**src/rtl/vending_pkg.sv**
```systemverilog
// Shared types, default price table and coin decoding for the multi-product
// vending controller.
package vending_pkg;

    typedef enum logic [2:0] {
        ST_IDLE    = 3'd0,
        ST_COLLECT = 3'd1,
        ST_CHECK   = 3'd2,
        ST_VEND    = 3'd3,
        ST_REJECT  = 3'd4,
        ST_CHANGE  = 3'd5
    } state_e;

    localparam int COIN_VAL_W       = 8;
    localparam int DEF_NUM_PRODUCTS = 4;
    localparam int DEF_CREDIT_W     = 9;

    // Product 0 sits in the least significant slice.
    localparam logic [DEF_NUM_PRODUCTS*DEF_CREDIT_W-1:0] DEF_PRICES =
        {9'd150, 9'd100, 9'd50, 9'd10};

    function automatic logic [COIN_VAL_W-1:0] coin_value(input logic [1:0] coin_type);
        logic [COIN_VAL_W-1:0] val;
        case (coin_type)
            2'd0:    val = 8'd10;
            2'd1:    val = 8'd20;
            2'd2:    val = 8'd100;
            2'd3:    val = 8'd50;
            default: val = 8'd0;
        endcase
        return val;
    endfunction

endpackage

```
**src/rtl/vending_if.sv**
```systemverilog
// Front-panel, coin acceptor, dispense and change-hopper signals of the
// vending controller; slave is the controller side, master the environment.
interface vending_if #(
    parameter int SEL_W    = 2,
    parameter int CREDIT_W = 9,
    parameter int STOCK_W  = 4
);
    logic                sel_valid;
    logic [SEL_W-1:0]    sel_product;
    logic                coin_valid;
    logic [1:0]          coin_type;
    logic                coin_done;
    logic                cancel;
    logic                drop_done;
    logic                restock_valid;
    logic [SEL_W-1:0]    restock_product;
    logic [STOCK_W-1:0]  restock_count;
    logic                motor;
    logic [2:0]          led;
    logic [CREDIT_W-1:0] credit;
    logic                sold_out;
    logic                coin_reject;
    logic                change_valid;
    logic [CREDIT_W-1:0] change_amount;
    logic                change_ack;

    modport slave (
        input  sel_valid, sel_product, coin_valid, coin_type, coin_done, cancel,
               drop_done, restock_valid, restock_product, restock_count, change_ack,
        output motor, led, credit, sold_out, coin_reject, change_valid, change_amount
    );

    modport master (
        output sel_valid, sel_product, coin_valid, coin_type, coin_done, cancel,
               drop_done, restock_valid, restock_product, restock_count, change_ack,
        input  motor, led, credit, sold_out, coin_reject, change_valid, change_amount
    );
endinterface

```
**src/rtl/vending_credit.sv**
```systemverilog
// Credit accumulator: decodes coins, refuses any coin that would overflow the
// credit register or arrives outside collection, and applies price/refund updates.
module vending_credit #(
    parameter int CREDIT_W = 9
) (
    input  logic                clk,
    input  logic                reset,
    input  logic                coin_valid,
    input  logic [1:0]          coin_type,
    input  logic                accept_en,
    input  logic                sub_en,
    input  logic [CREDIT_W-1:0] sub_amt,
    input  logic                clear,
    output logic [CREDIT_W-1:0] credit_d,
    output logic [CREDIT_W-1:0] credit_q,
    output logic                coin_reject_q
);
    import vending_pkg::*;

    logic [CREDIT_W:0] sum_s;
    logic              coin_ok_s;
    logic              coin_reject_d;

    // A carry out of the sum means the coin would clip, so it is refused whole.
    always_comb begin
        sum_s         = {1'b0, credit_q} + (CREDIT_W+1)'(coin_value(coin_type));
        coin_ok_s     = coin_valid && accept_en && !sum_s[CREDIT_W];
        coin_reject_d = coin_valid && !coin_ok_s;
        if (clear) begin
            credit_d = '0;
        end else if (sub_en) begin
            credit_d = credit_q - sub_amt;
        end else if (coin_ok_s) begin
            credit_d = sum_s[CREDIT_W-1:0];
        end else begin
            credit_d = credit_q;
        end
    end

    // Credit and reject-pulse registers.
    always_ff @(posedge clk) begin
        if (!reset) begin
            credit_q      <= '0;
            coin_reject_q <= 1'b0;
        end else begin
            credit_q      <= credit_d;
            coin_reject_q <= coin_reject_d;
        end
    end

endmodule

```
**src/rtl/vending_ctrl.sv**
```systemverilog
// Multi-product vending controller: selection with stock tracking, coin
// collection with timeout, price check, dispense and handshaked change return.
module vending_ctrl #(
    parameter int NUM_PRODUCTS   = 4,
    parameter int CREDIT_W       = 9,
    parameter logic [NUM_PRODUCTS*CREDIT_W-1:0] PRICES = vending_pkg::DEF_PRICES,
    parameter int STOCK_W        = 4,
    parameter int TIMEOUT_CYCLES = 1000
) (
    input logic      clk,
    input logic      reset,
    vending_if.slave bus
);
    import vending_pkg::*;

    localparam int SEL_W   = $clog2(NUM_PRODUCTS);
    localparam int TIMER_W = $clog2(TIMEOUT_CYCLES + 1);

    state_e              state_q, state_d;
    logic [SEL_W-1:0]    prod_q, prod_d;
    logic [TIMER_W-1:0]  timer_q, timer_d;
    logic [STOCK_W-1:0]  stock_q [NUM_PRODUCTS];
    logic [STOCK_W-1:0]  stock_d [NUM_PRODUCTS];
    logic                motor_q, motor_d;
    logic [2:0]          led_q, led_d;
    logic                sold_out_q, sold_out_d;
    logic                change_valid_q, change_valid_d;
    logic [CREDIT_W-1:0] change_amount_q, change_amount_d;
    logic [CREDIT_W-1:0] credit_q, credit_d, price_s;
    logic                coin_reject_q;
    logic                accept_en_s, sub_en_s, clear_s;

    assign price_s     = PRICES[int'(prod_q)*CREDIT_W +: CREDIT_W];
    assign accept_en_s = (state_q == ST_COLLECT);
    assign sub_en_s    = (state_q == ST_CHECK) && (credit_q >= price_s);
    assign clear_s     = (state_q == ST_CHANGE) && bus.change_ack;

    vending_credit #(.CREDIT_W(CREDIT_W)) u_credit (
        .clk           (clk),
        .reset         (reset),
        .coin_valid    (bus.coin_valid),
        .coin_type     (bus.coin_type),
        .accept_en     (accept_en_s),
        .sub_en        (sub_en_s),
        .sub_amt       (price_s),
        .clear         (clear_s),
        .credit_d      (credit_d),
        .credit_q      (credit_q),
        .coin_reject_q (coin_reject_q)
    );

    // Next-state, stock and output decode; credit_d already holds a same-cycle coin.
    always_comb begin
        state_d    = state_q;
        prod_d     = prod_q;
        timer_d    = timer_q;
        stock_d    = stock_q;
        sold_out_d = 1'b0;
        case (state_q)
            ST_IDLE: begin
                if (bus.restock_valid) begin
                    stock_d[bus.restock_product] = bus.restock_count;
                end else begin
                    stock_d = stock_q;
                end
                if (bus.sel_valid) begin
                    if (stock_q[bus.sel_product] != '0) begin
                        prod_d  = bus.sel_product;
                        timer_d = '0;
                        state_d = ST_COLLECT;
                    end else begin
                        sold_out_d = 1'b1;
                    end
                end else begin
                    state_d = ST_IDLE;
                end
            end
            ST_COLLECT: begin
                if (bus.cancel) begin
                    state_d = (credit_d != '0) ? ST_CHANGE : ST_IDLE;
                end else if (bus.coin_done) begin
                    state_d = ST_CHECK;
                end else if (bus.coin_valid) begin
                    timer_d = '0;
                end else if (timer_q == TIMER_W'(TIMEOUT_CYCLES - 1)) begin
                    state_d = (credit_d != '0) ? ST_CHANGE : ST_IDLE;
                end else begin
                    timer_d = timer_q + TIMER_W'(1);
                end
            end
            ST_CHECK: begin
                if (sub_en_s) begin
                    stock_d[prod_q] = stock_q[prod_q] - STOCK_W'(1);
                    state_d         = ST_VEND;
                end else begin
                    state_d = ST_REJECT;
                end
            end
            ST_REJECT: begin
                timer_d = '0;
                state_d = ST_COLLECT;
            end
            ST_VEND: begin
                if (bus.drop_done) begin
                    state_d = (credit_q != '0) ? ST_CHANGE : ST_IDLE;
                end else begin
                    state_d = ST_VEND;
                end
            end
            ST_CHANGE: begin
                if (bus.change_ack) begin
                    state_d = ST_IDLE;
                end else begin
                    state_d = ST_CHANGE;
                end
            end
            default: begin
                state_d = ST_IDLE;
            end
        endcase
        motor_d         = (state_d == ST_VEND);
        led_d           = state_d;
        change_valid_d  = (state_d == ST_CHANGE);
        change_amount_d = (state_d == ST_CHANGE) ? credit_d : '0;
    end

    // FSM state, stock table and registered outputs.
    always_ff @(posedge clk) begin
        if (!reset) begin
            state_q         <= ST_IDLE;
            prod_q          <= '0;
            timer_q         <= '0;
            motor_q         <= 1'b0;
            led_q           <= 3'd0;
            sold_out_q      <= 1'b0;
            change_valid_q  <= 1'b0;
            change_amount_q <= '0;
            for (int i = 0; i < NUM_PRODUCTS; i++) begin
                stock_q[i] <= {STOCK_W{1'b1}};
            end
        end else begin
            state_q         <= state_d;
            prod_q          <= prod_d;
            timer_q         <= timer_d;
            motor_q         <= motor_d;
            led_q           <= led_d;
            sold_out_q      <= sold_out_d;
            change_valid_q  <= change_valid_d;
            change_amount_q <= change_amount_d;
            for (int i = 0; i < NUM_PRODUCTS; i++) begin
                stock_q[i] <= stock_d[i];
            end
        end
    end

    assign bus.motor         = motor_q;
    assign bus.led           = led_q;
    assign bus.credit        = credit_q;
    assign bus.sold_out      = sold_out_q;
    assign bus.coin_reject   = coin_reject_q;
    assign bus.change_valid  = change_valid_q;
    assign bus.change_amount = change_amount_q;

endmodule

```
**src/flat_wrapper.sv**
```systemverilog
// flat-port wrapper written by rule: the top's interface ports become plain ports
module vending_ctrl_flat import vending_pkg::*;
#(
    parameter int NUM_PRODUCTS   = 4,
    parameter int CREDIT_W       = 9,
    parameter logic [NUM_PRODUCTS*CREDIT_W-1:0] PRICES = vending_pkg::DEF_PRICES,
    parameter int STOCK_W        = 4,
    parameter int TIMEOUT_CYCLES = 1000
)
  (clk, reset, bus_sel_valid, bus_sel_product, bus_coin_valid, bus_coin_type, bus_coin_done, bus_cancel, bus_drop_done, bus_restock_valid, bus_restock_product, bus_restock_count, bus_change_ack, bus_motor, bus_led, bus_credit, bus_sold_out, bus_coin_reject, bus_change_valid, bus_change_amount);
  vending_if #(.SEL_W((2)), .CREDIT_W(CREDIT_W), .STOCK_W(STOCK_W)) bus_i ();
  input logic clk;
  input logic reset;
  input wire logic [$bits(bus_i.sel_valid)-1:0] bus_sel_valid;
  input wire logic [$bits(bus_i.sel_product)-1:0] bus_sel_product;
  input wire logic [$bits(bus_i.coin_valid)-1:0] bus_coin_valid;
  input wire logic [$bits(bus_i.coin_type)-1:0] bus_coin_type;
  input wire logic [$bits(bus_i.coin_done)-1:0] bus_coin_done;
  input wire logic [$bits(bus_i.cancel)-1:0] bus_cancel;
  input wire logic [$bits(bus_i.drop_done)-1:0] bus_drop_done;
  input wire logic [$bits(bus_i.restock_valid)-1:0] bus_restock_valid;
  input wire logic [$bits(bus_i.restock_product)-1:0] bus_restock_product;
  input wire logic [$bits(bus_i.restock_count)-1:0] bus_restock_count;
  input wire logic [$bits(bus_i.change_ack)-1:0] bus_change_ack;
  output wire logic [$bits(bus_i.motor)-1:0] bus_motor;
  output wire logic [$bits(bus_i.led)-1:0] bus_led;
  output wire logic [$bits(bus_i.credit)-1:0] bus_credit;
  output wire logic [$bits(bus_i.sold_out)-1:0] bus_sold_out;
  output wire logic [$bits(bus_i.coin_reject)-1:0] bus_coin_reject;
  output wire logic [$bits(bus_i.change_valid)-1:0] bus_change_valid;
  output wire logic [$bits(bus_i.change_amount)-1:0] bus_change_amount;
  assign bus_i.sel_valid = bus_sel_valid;
  assign bus_i.sel_product = bus_sel_product;
  assign bus_i.coin_valid = bus_coin_valid;
  assign bus_i.coin_type = bus_coin_type;
  assign bus_i.coin_done = bus_coin_done;
  assign bus_i.cancel = bus_cancel;
  assign bus_i.drop_done = bus_drop_done;
  assign bus_i.restock_valid = bus_restock_valid;
  assign bus_i.restock_product = bus_restock_product;
  assign bus_i.restock_count = bus_restock_count;
  assign bus_i.change_ack = bus_change_ack;
  assign bus_motor = bus_i.motor;
  assign bus_led = bus_i.led;
  assign bus_credit = bus_i.credit;
  assign bus_sold_out = bus_i.sold_out;
  assign bus_coin_reject = bus_i.coin_reject;
  assign bus_change_valid = bus_i.change_valid;
  assign bus_change_amount = bus_i.change_amount;
  vending_ctrl #(.NUM_PRODUCTS(NUM_PRODUCTS), .CREDIT_W(CREDIT_W), .PRICES(PRICES), .STOCK_W(STOCK_W), .TIMEOUT_CYCLES(TIMEOUT_CYCLES)) u_core (.clk(clk), .reset(reset), .bus(bus_i));
endmodule
```
**config.mk**
```make
export PLATFORM = sky130hd
export DESIGN_NAME = vending_ctrl_flat
export DESIGN_NICKNAME = d
export VERILOG_FILES = /design/src/rtl/vending_pkg.sv /design/src/rtl/vending_if.sv /design/src/rtl/vending_credit.sv /design/src/rtl/vending_ctrl.sv /design/src/flat_wrapper.sv
export SDC_FILE = /design/constraint.sdc
export NUM_CORES = 1
export LEC_CHECK = 0
export ABC_AREA = 1
export BUFFER_PORTS_ARGS = -buffer_cell sky130_fd_sc_hd__buf_2
export CORE_MARGIN = 4
export CORE_UTILIZATION = 50
export DETAILED_ROUTE_END_ITERATION = 10
export PLACE_DENSITY_LB_ADDON = 0.2
export SYNTH_ARGS = -nofsm -noshare
export SYNTH_HDL_FRONTEND = slang
export SYNTH_SLANG_ARGS = --single-unit
```
**constraint.sdc**
```tcl
create_clock -name clk -period 5.95 [get_ports clk]
set_input_delay 1.19 -clock clk [delete_from_list [all_inputs] [get_ports clk]]
set_output_delay 1.19 -clock clk [all_outputs]
set_load 0.005 [all_outputs]
```
After elaboration in Yosys (flattened, before gate mapping)
Index checks and enable logic that the tools add are counted.

Register bits after elaboration: 53. Input port bits: 19. Output and inout port bits: 25. Word-level logic and storage cells: 106.

Add/sub/neg operators: 4. Multipliers: 1. $lt $le $gt $ge: 6. Eq/ne operators: 18. Shift operators: 1. Mux-type cells: 39. Bitwise operators: 3. Reductions and logical operators: 21.

Operator list (number): $mux 10 (6); $shiftx 36x32->9 const A (1); $mux 3 (11); $bwmux 16 (2); $mux 16 (2); $pmux 16 s2 (1); $pmux 8 s4 (1); $pmux 10 s3 (1); $mux 9 (3); $mux 4 (6); $pmux 3 s6 (1); $reduce_bool 9->1 (2); $bmux 4 s2 (2); $demux 4 s2 (2); $add 10x1->10 const B (1); $add 9x8->10 (1); $eq 10x10->1 const B (1); $eq 3x2->1 const B (3); $eq 3x3->1 const B (3); $ge 3x3->1 const B (3); $ge 9x9->1 (1); $not 2->3 (3); $reduce_and 3->1 (3); $sub 9x9->9 (1); other kinds (19) (32).

Logic depth before layout (Yosys ltp)
Depth in word-level cells: 17. Mapped depth: 25. Gate-level depth less buffers: 25.

Modules after synthesis
A second synthesis with hierarchy kept.

Cell total of the unflattened synthesis: 656. Area, all modules: 4093.9 µm².

By module, submodules not included: vending_ctrl (instances 1, cells each 445, area an instance 2780.2 µm², seq. area each 860.8 µm²); vending_credit (instances 1, cells each 211, area an instance 1313.8 µm², seq. area each 200.2 µm²).

Worst setup path after synthesis
OpenSTA, ideal clock, no wires.

Kind: input -> register. Start: in bus_coin_type[0]. End: reg u_core.change_amount_q[4] (netlist: u_core.bus.change_amount[4]). Setup time: 0.117 ns. Data arrival time: 3.622 ns. Required time: 5.833 ns. Setup slack: 2.211 ns. Stages: 24. Path buffers: 0. Cell sequence: inv_1 > ha_1 > inv_1 > ha_1 > inv_1 > fa_1 > nor2_1 > nand3_2 > nand2_4 > nand2_4 > nand3_4 > inv_2 > nand2_1 > nand3_1 > nand2_2 > nand2_1 > a21oi_1 > nand2_1 > nand2_1 > nand2_1 > nand2_1 > nand2_2 > nand3_4 > nor2_1.

Longest elaborated chain between the ends: 17. Elaborated cells on any way between the ends: 20. Classes of those cells: add/sub: 1; eq/ne: 4; mux: 10; reduce/logical: 5.

RTL lines: from (decl) (line flat_wrapper.sv:17) `input wire logic [$bits(bus_i.coin_type)-1:0] bus_coin_type;`; $eq 2x2->1, or another cell as far along (line vending_pkg.sv:24) `case (coin_type)`; $pmux 8 s4 (*) (line vending_pkg.sv:24); $add 9x8->10 (*) (line vending_credit.sv:26) `sum_s = {1'b0, credit_q} + (CREDIT_W+1)'(coin_value(coin_type));`; $logic_not 1->1 (line vending_credit.sv:27) `coin_ok_s = coin_valid && accept_en && !sum_s[CREDIT_W];`; $logic_and 1x1->1 (line vending_credit.sv:27); $mux 9 (*) (line vending_credit.sv:33) `end else if (coin_ok_s) begin`; $mux 9 (*) (line vending_credit.sv:31) `end else if (sub_en) begin`; $mux 9 (*) (line vending_credit.sv:29) `if (clear) begin`; $reduce_bool 9->1 (line vending_ctrl.sv:80, vending_ctrl.sv:86); $mux 3 (line vending_ctrl.sv:80, vending_ctrl.sv:86); $mux 3 (line vending_ctrl.sv:85) `end else if (timer_q == TIMER_W'(TIMEOUT_CYCLES - 1)) begin`; $mux 3 (line vending_ctrl.sv:83) `end else if (bus.coin_valid) begin`; $mux 3 (line vending_ctrl.sv:81) `end else if (bus.coin_done) begin`; $mux 3 (line vending_ctrl.sv:79) `if (bus.cancel) begin`; $pmux 3 s6 (line vending_ctrl.sv:59) `case (state_q)`; $eq 3x3->1 (line vending_ctrl.sv:124) `change_amount_d = (state_d == ST_CHANGE) ? credit_d : '0;`; $reduce_and 2->1 (no source line); to (signal assigned) (line vending_ctrl.sv:149) `change_amount_q <= change_amount_d;`; to (decl) (line vending_ctrl.sv:28) `logic [CREDIT_W-1:0] change_amount_q, change_amount_d;`.

Every way passes the cells marked *; elsewhere a longest branch is shown, timed or not. The select of a mux whose other input is x is not followed. A chain may end at the register's enable or synchronous reset.

Worst setup path in the final report
Ends and elaborated chain as after synthesis.

==> results.py <==
metrics = {
    "critical_path": {
        "cp_data_arrival_time_ns": 4.16,
        "endpoint_kind": "register",
        "cp_max_fo": 10,
        "cp_data_required_time_ns": 6.15,
        "worstReg2RegStart": "u_core.prod_q[0]",
        "r2r_slack_ns": 2.33,
        "rr_endpoint": "u_core.bus.change_amount[4]",
        "reg2reg_depth": 21,
        "criticalPathCategory": "primary input to register",
        "worst_setup_path_start_kind": "primary input",
    },
    "yosys": {
        "synth_area_leaders": "dfxtp_1, nand2_1, inv_1",
        "syn_nets": 616,
        "synth_top_cell_by_area": "dfxtp_1",
        "async_reset_ff_share_pct": 0,
        "synth-edff-count": 0,
        "ys_seq_area_share_pct": 28.8,
        "syn-instance-count": 572,
        "avgSynthCellArea_sq_um": 6.45,
        "synth_seq_cells": 53,
        "yosysWarnings": 0,
        "syn_area_sq_um": 3690,
        "synth_top_area_share_pct": 28.8,
        "synth_flop_cell": "dfxtp_1",
        "synth_cell_type_count": 42,
    },
    "global_route": {
        "antenna_found_initial": 0,
        "grt-ovfl-total": 0,
        "grt_max_degree": 24,
        "grt_use_total_pct": 21.8,
        "grt_pass1_vias": 3526,
        "grt_pass1_wl_um": 15500,
    },
    "sta": {
        "finalHoldViolations": 0,
        "slew_viol_final": 0,
        "tightest_slew_ns": 0.782,
        "finalWorstSetupSlack_ns": 1.99,
        "rsz0062_at_grt": "no",
        "fmax_ghz": 0.253,
        "fin_skew_ns": 0.00764,
        "timing.final.crit_share_pct": 66.6,
        "period_needed_ns": 3.96,
        "setup_violations": 0,
        "relSlewSlack_pct": 47.8,
        "hold_ws_ns": 0.465,
        "tns_ns": 0,
    },
    "placed_design": {
        "io_buffers": 43,
        "post_dp_cell_area_sq_um": 4000,
        "pre_cts_slack_ns": 1.77,
        "gp_congestion": 0.964,
        "dpl.hpwl_um": 7390,
    },
    "finish": {
        "drive_above_1_share_pct": 14.6,
        "area_delta_synth_final_pct": 11.2,
        "antenna_cells": 0,
        "num-nets-final": 660,
        "design_area_sq_um": 4100,
    },
    "clock_tree": {
        "hold_buffers": 0,
        "cts_resized": 0,
        "cts_tree": "built",
        "cts_buffers": 5,
        "insertion_delay_ns": 0.31,
        "cts_buffer_depth": 2,
        "clk_pin_slew_ns": 0.10,
        "cts_max_level": 2,
        "cts_setup_buffers": 0,
        "clkSinkCount": 53,
        "cts-root-buf": "clkbuf_8",
    },
    "die": {
        "die-area_sq_um": 8810,
        "rows": 31,
        "initial_core_util_pct": 51.1,
        "io_pins": 44,
        "die_x_um": 93.9,
        "core-area_sq_um": 7210,
        "die_h_um": 93.9,
    },
    "hold_path": {
        "hold_class": "register to register",
        "worstHoldPathCells": 1,
        "worstHoldStart": "u_core.timer_q[5]",
        "whs_endpoint": "u_core.timer_q[6]",
    },
    "power": {
        "p_clk_share_pct": 24.4,
        "power_density_nw_per_um2": 244,
        "swShare_pct": 37.8,
        "p_leak_nw": 2.08,
        "p_seq_share_pct": 41.1,
        "peakVddDrop_mv": 0.122,
        "internal_power_mw": 0.623,
        "pwr-share-comb_pct": 34.5,
        "power.net_switching_mw": 0.379,
    },
    "routing": {
        "via_per_inst": 5.26,
        "wl_um": 9370,
        "dr.pass1.iters": 6,
        "vias": 3761,
        "avgRoutedWirePerCell_um": 13.1,
        "drt_iter0_markers": 212,
        "ant_nets": 0,
        "drc": 0,
    },
    "status": {
        "status": "completed",
    },
    "flow_run": {
        "cap_violations": 0,
    },
}
## cell type report
cell class                 instances  area, sq um
clock buffer                       5         68.8
clock inverter                     2         35.0
fill                             727         3120
inverter                         100          375
multi-input combinational        413         2220
sequential                        53         1060
tap                               99          124
timing repair buffer              43          215
## cell families (layout without fill, tap and decap cells)
group	Yosys count	in the layout	share of synthesized area (%)
xor gates and xnor gates	8	8	1.90
and+or+nand+nor	291	291	35.6
buffers and inverters	106	150	11.0
adders and majority gates	25	25	8.69
DFF	53	53	28.8
AOI/OAI and AO/OA	89	89	14.0
## per-layer routing
metal | GRT usage (%) | vias up | routed length [um]
li1 | - | 1928 | -
met1 | 28.5 | 1675 | 4140
met2 | 36.7 | 131 | 4280
met3 | 2.88 | 27 | 670
met4 | 7.58 | 0 | 274
met5 | 0 | - | 0
## stage by stage
step	instances	utilization [%]	total power [mW]
global route	715	56.8	1.07
floorplan	572	-	0.674
finish	715	56.8	1.00
CTS	715	56.8	1.00
detailed placement	708	55.4	0.762
global placement	708	55.4	0.756
## critical path, stage by stage
cell,delay [ns]
buf_2,0.10
inv_1,0.07
ha_1,0.31
inv_1,0.10
ha_1,0.21
inv_1,0.07
fa_1,0.40
nor2_1,0.16
nand3_2,0.11
nand2_4,0.10
nand2_4,0.06
nand3_4,0.10
inv_2,0.07
nand2_1,0.06
nand3_1,0.08
nand2_2,0.11
nand2_1,0.05
a21oi_1,0.11
nand2_1,0.10
nand2_1,0.11
nand2_1,0.07
nand2_1,0.10
nand2_2,0.07
nand3_4,0.16
nor2_1,0.06
## layout by cell type, fill, tap and decap left out, types with 6 or more instances in the layout
cell type	instances
a21oi_1	36
buf_2	43
dfxtp_1	53
ha_1	24
inv_1	92
inv_2	8
nand2_1	153
nand2_2	9
nand3_1	35
nand4_1	6
nor2_1	57
nor2_2	6
nor3_1	6
o21ai_0	22
o22ai_1	14
## sequential cells by signal, indices dropped and copies added, names as in the netlist
name,cells
u_core.timer_q,10
u_core.bus.change_amount,9
u_core.state_q,3
u_core.u_credit.coin_reject_q,1
u_core.stock_q,16
u_core.prod_q,2
u_core.u_credit.credit_q,9
u_core.bus.sold_out,1
u_core.bus.change_valid,1
u_core.bus.motor,1
## how the worst max path moves through the flow
stage                                 from                          end
final                     bus_coin_type[0]  u_core.bus.change_amount[4]
after detailed placement  bus_coin_type[1]  u_core.bus.change_amount[4]
after floorplan           bus_coin_type[0]  u_core.bus.change_amount[4]
after CTS                 bus_coin_type[1]  u_core.bus.change_amount[4]
after global routing      bus_coin_type[1]  u_core.bus.change_amount[4]
after global placement    bus_coin_type[0]  u_core.bus.change_amount[4]
## Yosys cell counts (3+ instances only)
library cell and number:
a21oi_1 36, a31oi_1 3, clkbuf_1 4, dfxtp_1 53
ha_1 24, inv_1 92, inv_2 8, nand2_1 153
nand2_2 9, nand3_1 35, nand3_2 5, nand4_1 6
nor2_1 57, nor2_2 6, nor3_1 6, nor4_1 3
o21ai_0 22, o22ai_1 14, xnor2_1 3, xor2_1 5
## power groups by stage
stage / Clock (mW) / Combinational, mW / Sequential (mW)
2_1_floorplan: 0 / 0.266 / 0.408
3_5_place_dp: 0 / 0.342 / 0.420
6_report: 0.245 / 0.346 / 0.412
3_3_place_gp: 0 / 0.337 / 0.419
4_1_cts: 0.245 / 0.345 / 0.412
5_1_grt: 0.258 / 0.399 / 0.415
Power figures use the tool's default switching activity.
